--- config.mk ---
export PLATFORM = sky130hd
export DESIGN_NAME = dmem_port_arbiter_flat
export DESIGN_NICKNAME = d
export VERILOG_FILES = /design/src/rtl/dmem_port_arbiter_if.sv /design/src/rtl/dmem_port_arbiter.sv /design/src/flat_wrapper.sv
export SDC_FILE = /design/constraint.sdc
export NUM_CORES = 1
export LEC_CHECK = 0
export BUFFER_PORTS_ARGS = -buffer_cell sky130_fd_sc_hd__buf_4
export CAP_MARGIN = 30
export CORE_AREA = 4 4 163 165
export DETAILED_ROUTE_END_ITERATION = 10
export DIE_AREA = 0 0 167 169
export PLACE_DENSITY = 0.47
export SETUP_SLACK_MARGIN = 0.5
export SYNTH_ARGS = -nofsm -noshare
export SYNTH_HDL_FRONTEND = slang
export SYNTH_SLANG_ARGS = --single-unit
--- constraint.sdc ---
create_clock -name clk -period 2 [get_ports clk]
set_input_delay 0 -clock clk [delete_from_list [all_inputs] [get_ports clk]]
set_output_delay 0 -clock clk [all_outputs]
set_load 0.005 [all_outputs]
--- src/rtl/dmem_port_arbiter_if.sv ---
// Bundles the two requester ports, the external data-memory port and the
// status outputs of dmem_port_arbiter. The arbiter uses the slave view; the
// requesters/memory side (or a bench) uses the master view.
interface dmem_port_arbiter_if;
  // pipeline MEM stage (P)
  logic        p_req;
  logic        p_we;
  logic [31:0] p_addr;
  logic [31:0] p_wdata;
  logic [31:0] p_rdata;
  logic        p_done;
  logic        p_stall;
  // auxiliary master (A)
  logic        a_req;
  logic        a_we;
  logic [31:0] a_addr;
  logic [31:0] a_wdata;
  logic [31:0] a_rdata;
  logic        a_done;
  // data memory
  logic [31:0] d_address;
  logic [31:0] d_data_write;
  logic        d_write_enable;
  logic        d_read_enable;
  logic [31:0] d_data_read;
  logic        d_data_valid;
  // status
  logic        xfer_err;
  logic        timeout_sticky;

  modport slave (
    input  p_req, p_we, p_addr, p_wdata,
    output p_rdata, p_done, p_stall,
    input  a_req, a_we, a_addr, a_wdata,
    output a_rdata, a_done,
    output d_address, d_data_write, d_write_enable, d_read_enable,
    input  d_data_read, d_data_valid,
    output xfer_err, timeout_sticky
  );

  modport master (
    output p_req, p_we, p_addr, p_wdata,
    input  p_rdata, p_done, p_stall,
    output a_req, a_we, a_addr, a_wdata,
    input  a_rdata, a_done,
    input  d_address, d_data_write, d_write_enable, d_read_enable,
    output d_data_read, d_data_valid,
    input  xfer_err, timeout_sticky
  );
endinterface

--- src/rtl/dmem_port_arbiter.sv ---
// Shares one data-memory port between the pipeline MEM stage (P) and an
// auxiliary master (A). One transaction outstanding at a time, bounded
// fairness toward A, and hung accesses are aborted after TIMEOUT cycles.
//
// state  | meaning
// IDLE   | no access in flight; grant a pending request
// ACCESS | strobes driven from latched request; wait for d_data_valid
// DONE   | one-cycle done (and xfer_err) pulse to the owner; no grant
module dmem_port_arbiter #(
  parameter int unsigned MAX_P_BURST = 4,
  parameter int unsigned TIMEOUT     = 255
) (
  input  logic                  clk,
  input  logic                  reset_n,
  dmem_port_arbiter_if.slave    port_io
);

  typedef enum logic [1:0] {IDLE, ACCESS, DONE} state_t;

  localparam logic [3:0] BURST_MAX = 4'(MAX_P_BURST);
  // ACCESS lasts exactly TIMEOUT cycles: the counter reads 0 in the first one
  localparam logic [7:0] TMO_LAST  = 8'(TIMEOUT - 1);

  state_t      state_q, state_d;
  logic [3:0]  burst_q, burst_d;
  logic [7:0]  tmo_q, tmo_d;
  logic        own_a_q, own_a_d;
  logic        we_q, we_d;
  logic [31:0] addr_q, addr_d;
  logic [31:0] wdata_q, wdata_d;
  logic [31:0] p_rdata_q, p_rdata_d;
  logic [31:0] a_rdata_q, a_rdata_d;
  logic        p_done_q, p_done_d;
  logic        a_done_q, a_done_d;
  logic        err_q, err_d;
  logic        sticky_q, sticky_d;
  logic        wen_q, wen_d;
  logic        ren_q, ren_d;
  logic        grant_a;

  // A wins when P is silent, or when P has used up its burst while A waits
  assign grant_a = !port_io.p_req || (port_io.a_req && (burst_q == BURST_MAX));

  // Next-state and registered-output logic
  always_comb begin
    state_d   = state_q;
    burst_d   = burst_q;
    tmo_d     = tmo_q;
    own_a_d   = own_a_q;
    we_d      = we_q;
    addr_d    = addr_q;
    wdata_d   = wdata_q;
    p_rdata_d = p_rdata_q;
    a_rdata_d = a_rdata_q;
    p_done_d  = 1'b0;
    a_done_d  = 1'b0;
    err_d     = 1'b0;
    sticky_d  = sticky_q;
    wen_d     = wen_q;
    ren_d     = ren_q;

    case (state_q)
      IDLE: begin
        if (port_io.p_req || port_io.a_req) begin
          state_d = ACCESS;
          tmo_d   = 8'd0;
          if (grant_a) begin
            own_a_d = 1'b1;
            we_d    = port_io.a_we;
            addr_d  = port_io.a_addr;
            wdata_d = port_io.a_wdata;
            burst_d = 4'd0;
            wen_d   = port_io.a_we;
            ren_d   = !port_io.a_we;
          end else begin
            own_a_d = 1'b0;
            we_d    = port_io.p_we;
            addr_d  = port_io.p_addr;
            wdata_d = port_io.p_wdata;
            if (!port_io.a_req)
              burst_d = 4'd0;
            else if (burst_q != BURST_MAX)
              burst_d = burst_q + 4'd1;
            wen_d   = port_io.p_we;
            ren_d   = !port_io.p_we;
          end
        end
      end

      ACCESS: begin
        tmo_d = tmo_q + 8'd1;
        if (port_io.d_data_valid || (tmo_q == TMO_LAST)) begin
          state_d = DONE;
          wen_d   = 1'b0;
          ren_d   = 1'b0;
          if (own_a_q) a_done_d = 1'b1;
          else         p_done_d = 1'b1;
          // valid wins over a timeout landing in the same cycle
          if (port_io.d_data_valid) begin
            if (own_a_q) a_rdata_d = we_q ? 32'd0 : port_io.d_data_read;
            else         p_rdata_d = we_q ? 32'd0 : port_io.d_data_read;
          end else begin
            if (own_a_q) a_rdata_d = 32'd0;
            else         p_rdata_d = 32'd0;
            err_d    = 1'b1;
            sticky_d = 1'b1;
          end
        end
      end

      DONE: begin
        state_d = IDLE;
      end

      default: begin
        state_d = IDLE;
        wen_d   = 1'b0;
        ren_d   = 1'b0;
      end
    endcase
  end

  // State and datapath registers, synchronous active-low reset
  always_ff @(posedge clk) begin
    if (!reset_n) begin
      state_q   <= IDLE;
      burst_q   <= 4'd0;
      tmo_q     <= 8'd0;
      own_a_q   <= 1'b0;
      we_q      <= 1'b0;
      addr_q    <= 32'd0;
      wdata_q   <= 32'd0;
      p_rdata_q <= 32'd0;
      a_rdata_q <= 32'd0;
      p_done_q  <= 1'b0;
      a_done_q  <= 1'b0;
      err_q     <= 1'b0;
      sticky_q  <= 1'b0;
      wen_q     <= 1'b0;
      ren_q     <= 1'b0;
    end else begin
      state_q   <= state_d;
      burst_q   <= burst_d;
      tmo_q     <= tmo_d;
      own_a_q   <= own_a_d;
      we_q      <= we_d;
      addr_q    <= addr_d;
      wdata_q   <= wdata_d;
      p_rdata_q <= p_rdata_d;
      a_rdata_q <= a_rdata_d;
      p_done_q  <= p_done_d;
      a_done_q  <= a_done_d;
      err_q     <= err_d;
      sticky_q  <= sticky_d;
      wen_q     <= wen_d;
      ren_q     <= ren_d;
    end
  end

  assign port_io.d_address      = addr_q;
  assign port_io.d_data_write   = wdata_q;
  assign port_io.d_write_enable = wen_q;
  assign port_io.d_read_enable  = ren_q;
  assign port_io.p_rdata        = p_rdata_q;
  assign port_io.p_done         = p_done_q;
  assign port_io.a_rdata        = a_rdata_q;
  assign port_io.a_done         = a_done_q;
  assign port_io.xfer_err       = err_q;
  assign port_io.timeout_sticky = sticky_q;
  // freeze the pipeline until the completion cycle so it advances on that edge
  assign port_io.p_stall        = port_io.p_req & ~p_done_q;

endmodule

--- src/flat_wrapper.sv ---
// flat-port wrapper written by rule: the top's interface ports become plain ports
module dmem_port_arbiter_flat 
#(
  parameter int unsigned MAX_P_BURST = 4,
  parameter int unsigned TIMEOUT     = 255
)
  (clk, reset_n, port_io_p_req, port_io_p_we, port_io_p_addr, port_io_p_wdata, port_io_p_rdata, port_io_p_done, port_io_p_stall, port_io_a_req, port_io_a_we, port_io_a_addr, port_io_a_wdata, port_io_a_rdata, port_io_a_done, port_io_d_address, port_io_d_data_write, port_io_d_write_enable, port_io_d_read_enable, port_io_d_data_read, port_io_d_data_valid, port_io_xfer_err, port_io_timeout_sticky);
  dmem_port_arbiter_if port_io_i ();
  input  logic clk;
  input  logic reset_n;
  input wire logic [$bits(port_io_i.p_req)-1:0] port_io_p_req;
  input wire logic [$bits(port_io_i.p_we)-1:0] port_io_p_we;
  input wire logic [$bits(port_io_i.p_addr)-1:0] port_io_p_addr;
  input wire logic [$bits(port_io_i.p_wdata)-1:0] port_io_p_wdata;
  output wire logic [$bits(port_io_i.p_rdata)-1:0] port_io_p_rdata;
  output wire logic [$bits(port_io_i.p_done)-1:0] port_io_p_done;
  output wire logic [$bits(port_io_i.p_stall)-1:0] port_io_p_stall;
  input wire logic [$bits(port_io_i.a_req)-1:0] port_io_a_req;
  input wire logic [$bits(port_io_i.a_we)-1:0] port_io_a_we;
  input wire logic [$bits(port_io_i.a_addr)-1:0] port_io_a_addr;
  input wire logic [$bits(port_io_i.a_wdata)-1:0] port_io_a_wdata;
  output wire logic [$bits(port_io_i.a_rdata)-1:0] port_io_a_rdata;
  output wire logic [$bits(port_io_i.a_done)-1:0] port_io_a_done;
  output wire logic [$bits(port_io_i.d_address)-1:0] port_io_d_address;
  output wire logic [$bits(port_io_i.d_data_write)-1:0] port_io_d_data_write;
  output wire logic [$bits(port_io_i.d_write_enable)-1:0] port_io_d_write_enable;
  output wire logic [$bits(port_io_i.d_read_enable)-1:0] port_io_d_read_enable;
  input wire logic [$bits(port_io_i.d_data_read)-1:0] port_io_d_data_read;
  input wire logic [$bits(port_io_i.d_data_valid)-1:0] port_io_d_data_valid;
  output wire logic [$bits(port_io_i.xfer_err)-1:0] port_io_xfer_err;
  output wire logic [$bits(port_io_i.timeout_sticky)-1:0] port_io_timeout_sticky;
  assign port_io_i.p_req = port_io_p_req;
  assign port_io_i.p_we = port_io_p_we;
  assign port_io_i.p_addr = port_io_p_addr;
  assign port_io_i.p_wdata = port_io_p_wdata;
  assign port_io_p_rdata = port_io_i.p_rdata;
  assign port_io_p_done = port_io_i.p_done;
  assign port_io_p_stall = port_io_i.p_stall;
  assign port_io_i.a_req = port_io_a_req;
  assign port_io_i.a_we = port_io_a_we;
  assign port_io_i.a_addr = port_io_a_addr;
  assign port_io_i.a_wdata = port_io_a_wdata;
  assign port_io_a_rdata = port_io_i.a_rdata;
  assign port_io_a_done = port_io_i.a_done;
  assign port_io_d_address = port_io_i.d_address;
  assign port_io_d_data_write = port_io_i.d_data_write;
  assign port_io_d_write_enable = port_io_i.d_write_enable;
  assign port_io_d_read_enable = port_io_i.d_read_enable;
  assign port_io_i.d_data_read = port_io_d_data_read;
  assign port_io_i.d_data_valid = port_io_d_data_valid;
  assign port_io_xfer_err = port_io_i.xfer_err;
  assign port_io_timeout_sticky = port_io_i.timeout_sticky;
  dmem_port_arbiter #(.MAX_P_BURST(MAX_P_BURST), .TIMEOUT(TIMEOUT)) u_core (.clk(clk), .reset_n(reset_n), .port_io(port_io_i));
endmodule
==> reports/metrics.sh <==
OUTCOME='finished, final reports clean'
MULTI_INPUT_GATE_AREA_SQ_MM=0.00306
POST_SYNTH_NUM_CELL_TYPES=45
IR_WORST_VDD_mV=0.385
POST-ROUTE-PERIOD-UTIL_PCT=75.0
GRT-OVFL-TOTAL=0
TOTALNEGATIVESETUPSLACK_NS=0
GRT.MET2_USAGE_PCT=29.8
GRT_MAX_DEGREE=75
INTERNAL_POWER_mW=6.10
CRITICAL_PATH.CELL_CHAIN='and4_4, a41oi_4, buf_6, clkbuf_16, o21ai_1, a21oi_1'
ANTENNA_CELLS=0
SYNTH_ENABLE_FLOP_CELLS=0
SHARE_SEQ_OF_TOTAL_POWER_PCT=38.7
DESIGN.CORE.AREA_SQ_MM=0.0250
CLOCKROOTBUFFER='sky130_fd_sc_hd__clkbuf_16'
CTS.HTREE.LEVELS=4
DP.FINAL_HPWL_MM=16.8
CLOCK_SKEW_AFTER_LAYOUT_NS=0.0163
CRITICAL_PATH_PEAK_FANOUT=6
WORST_SLEW_PIN_SLEW_NS=0.564
NUMBER_OF_ITERATIONS_IN_THE_FIRST_DETAILED_ROUTING_PASS=5
NNETSFINAL=1408
TRITONCTS.NUM_BUFFERS=17
CRITICAL_PATH_CLASS='flop to flop'
AREA_GROWTH_FROM_SYNTHESIS_TO_FINAL_LAYOUT_PCT=93.3
WORST-ENDPOINT-REQUIRED_NS=2.36
CLOCK_LATENCY_NS=0.43
HOLD_WS_NS=0.105
NFILLCELLS=2398
FMAX_MHz=667
CTS_BUFFER_DEPTH=2
POWER-PER-CELL-AREA_mW_PER_MM2=718
POST_DRT_WL_PER_CELL_UM=18.0
NETLIST_INSTANCES=771
IO_BUFFER_COUNT=301
DRTITER0DRC=493
MOST_USED_FLIP_FLOP_CELL_AFTER_SYNTHESIS='sky130_fd_sc_hd__dfxtp_1'
SYNTHTOPCELLSBYAREA='sky130_fd_sc_hd__dfxtp_1 49%, sky130_fd_sc_hd__o21ai_0 10%, sky130_fd_sc_hd__nand2_1 8.4%, sky130_fd_sc_hd__a31oi_1 6.7%, sky130_fd_sc_hd__a21oi_1 5.8%'
MET1_USAGE_PCT=22.9
VIAS_PER_INST=4.79
ENDPOINT_KIND='flop'
CLASS_OF_THE_TIGHTEST_HOLD_OR_REMOVAL_CHECK='primary input to flop'
P_LEAK_nW=5.03
DESIGN.DIE.AREA_SQ_MM=0.0282
FINAL_DESIGN_AREA_NO_FILL_SQ_MM=0.0119
FIRST_GLOBAL_VIAS=7590
YOSYS.AREA.TOP_TYPE='sky130_fd_sc_hd__dfxtp_1'
DETAIL_ROUTE.WIRELENGTH_MM=28.5
POST-ROUTE-UTIL_PCT=47.6
SETUP_REPAIR_AFTER_GLOBAL_ROUTING_MISSED_ITS_MARGIN='true'
SYNTH_TOP_AREA_SHARE_PCT=48.7
WORST_SETUP_PATH_START_KIND='flop'
INITIAL_UTILIZATION_PCT=24.6
PATH_CLK_SLEW_NS=0.07
REPORT.FINAL.HOLD_VIOL_COUNT=0
ASYNC_RESET_FF_SHARE_PCT=0
CPMAXSTAGEDELAYCELL='sky130_fd_sc_hd__dfxtp_4'
GP_CONGESTION=0.740
TIMING.CRITICAL_PATH.ARRIVAL_NS=1.86
ANTENNA_FOUND_INITIAL=1
FP.DIEH_UM=169
LAYOUT_CELLS_SIZED_ABOVE_1_PCT=37.4
NUM_IO_PINS=302
FINALWORSTPATHREQUIREDPERIOD_NS=1.50
POWER.SHARE.COMBINATIONAL_PCT=22.2
BUSIEST_LAYER='met2'
OVERALL_TRACK_DEMAND_OVER_CAPACITY_IN_GLOBAL_ROUTING_PCT=18.1
MAXSLEWVIOLCOUNT=0
SYNTH.FF_LATCH_COUNT=150
FINAL-SETUP-VIOL-COUNT=0
MAX_STAGE_DELAY_NS=0.36
POSTSYNTHNETCOUNT=942
POST_DP_CELL_AREA_SQ_MM=0.00873
GLOBAL_ROUTE.USAGE.MET3_PCT=6.52
DRT_DRC_VIOLATIONS_LEFT=0
ROWS=58
GRT_FIRST_PASS_WIRELENGTH_MM=41.6
NUMBER_OF_VIOLATIONS_OF_THE_MAX_CAPACITANCE_LIMIT=0
YS_SEQ_AREA_SHARE_PCT=48.7
TRITONCTS_CLOCK_TREE='built'
CTS.SINKS=150
NETLIST_AREA_SQ_MM=0.00617
NUM_VIAS=7564
YS.WARNINGS.COUNT=0
ANT_NETS=0
SYNTH.AVG_CELL_AREA_SQ_UM=8.00
SWITCHING_POWER_mW=2.45
SLEW_HEADROOM_PCT=62.4
DIE_W_UM=167
REGAREA_SQ_MM=0.00302
SWITCHING_SHARE_PCT=28.7
PWR-SHARE-CLK_PCT=39.1
[worst max-delay path, delay by kind of cell (launching register included)]
| family | cells | cell delay (ns) |
|---|---|---|
| and+or+nand+nor | 1 | 0.21 |
| AOI/OAI and AO/OA | 3 | 0.50 |
| DFF | 1 | 0.36 |
| buffers and inverters | 2 | 0.37 |
[Yosys cell counts (all sizes together), types with 4 or more instances]
cell	number
a21oi	71
a31oi	66
buf	43
clkbuf	33
dfxtp	150
ha	4
inv	5
nand2	138
nand3	68
nand4	6
nor2	13
nor2b	4
nor3	6
o21a	4
o21ai	133
[through the flow]
stage | setup slack, ns | instances | power (mW)
final | 0.500 | 1580 | 8.55
after global routing | 0.443 | 1580 | 8.93
after detailed placement | 0.305 | 1346 | 4.71
after CTS | 0.452 | 1561 | 8.43
after global placement | 0.334 | 1346 | 4.72
after floorplan | 0.536 | 771 | 3.92
[power by group through the flow]
stage / sequential (mW) / clock [mW] / combinational (mW)
after floorplan: 3.36 / 0 / 0.560
after global placement: 3.36 / 0 / 1.35
after detailed placement: 3.37 / 0 / 1.34
after CTS: 3.30 / 3.43 / 1.71
after global routing: 3.33 / 3.53 / 2.06
final: 3.31 / 3.35 / 1.90
[cell type report]
cell class / instances / area share (%)
inverters: 5 / 0.157
well taps: 330 / 3.46
clock inverters: 14 / 1.39
clock buffers: 18 / 3.60
multi-input cells: 540 / 25.7
repair buffers: 523 / 40.4
flip-flops and latches: 150 / 25.3
[final timing paths]
kind | from | endpoint | slack, ns | cells past startpoint
setup reg to reg | u_core.tmo_q[3] | u_core.port_io.p_rdata[11] | 0.50 | 6
hold / removal | port_io_p_req | u_core.tmo_q[1] | 0.11 | 4
hold reg to reg | u_core.port_io.p_rdata[24] | u_core.port_io.p_rdata[24] | 0.46 | 2
setup / recovery | u_core.tmo_q[3] | u_core.port_io.p_rdata[11] | 0.50 | 6
[sequential cells by signal, summed over array words and instances (netlist names)]
name                           flops
u_core.port_io.a_rdata            32
u_core.port_io.d_address          32
u_core.port_io.d_data_write       32
u_core.port_io.p_rdata            32
u_core.tmo_q                       8
u_core.burst_q                     4
u_core.state_q                     2
u_core.own_a_q                     1
u_core.port_io.a_done              1
u_core.port_io.d_read_enable       1
u_core.port_io.d_write_enable      1
u_core.port_io.p_done              1
u_core.port_io.timeout_sticky      1
u_core.port_io.xfer_err            1
u_core.we_q                        1
[repair_timing]
item / 4_1_cts / 5_1_grt
pin swaps: 3 / 85
gates resized for setup: 28 / 124
setup buffers: 13 / 8
hold endpoints to repair: 139 / 0
endpoints found under the setup margin: 137 / 133
cloned: 5 / 11
hold buffers: 165 / 0
[routing by layer]
layer,vias up,share of wire (%)
met4,2,1.5
met3,27,7.7
li1,3684,-
met1,3553,42
met2,298,48
met5,-,0.070
[placed cells by master (no fill, tap or decap), types with 3 or more instances in the layout]
cell type | Yosys | routed
sky130_fd_sc_hd__a21oi_1 | 71 | 68
sky130_fd_sc_hd__a21oi_2 | 0 | 3
sky130_fd_sc_hd__a31oi_1 | 66 | 63
sky130_fd_sc_hd__and3_1 | 3 | 3
sky130_fd_sc_hd__buf_12 | 0 | 10
sky130_fd_sc_hd__buf_16 | 0 | 8
sky130_fd_sc_hd__buf_4 | 4 | 322
sky130_fd_sc_hd__buf_6 | 3 | 9
sky130_fd_sc_hd__clkbuf_16 | 0 | 26
sky130_fd_sc_hd__clkinv_4 | 0 | 3
sky130_fd_sc_hd__dfxtp_1 | 150 | 141
sky130_fd_sc_hd__dfxtp_2 | 0 | 6
sky130_fd_sc_hd__dfxtp_4 | 0 | 3
sky130_fd_sc_hd__dlygate4sd3_1 | 0 | 165
sky130_fd_sc_hd__inv_2 | 1 | 3
sky130_fd_sc_hd__inv_6 | 0 | 6
sky130_fd_sc_hd__nand2_1 | 138 | 120
sky130_fd_sc_hd__nand2_2 | 0 | 11
sky130_fd_sc_hd__nand2_4 | 0 | 7
sky130_fd_sc_hd__nand2b_1 | 3 | 3
sky130_fd_sc_hd__nand3_1 | 68 | 68
sky130_fd_sc_hd__nand4_1 | 6 | 6
sky130_fd_sc_hd__nor2_1 | 12 | 11
sky130_fd_sc_hd__nor3_1 | 6 | 6
sky130_fd_sc_hd__o21a_1 | 4 | 3
sky130_fd_sc_hd__o21ai_0 | 127 | 75
sky130_fd_sc_hd__o21ai_1 | 5 | 31
sky130_fd_sc_hd__o21ai_2 | 1 | 26
[cell families (layout without fill, tap and decap cells)]
family	count (synthesis)	after routing	share of synthesized area, %
and+or+nand+nor	250	250	18.2
muxes	2	2	0.345
AOI/OAI and AO/OA	284	284	25.6
buffers and inverters	81	560	6.43
adders and majority gates	4	4	0.812
DFF	150	150	48.7
(Power assumes the default switching activity.)
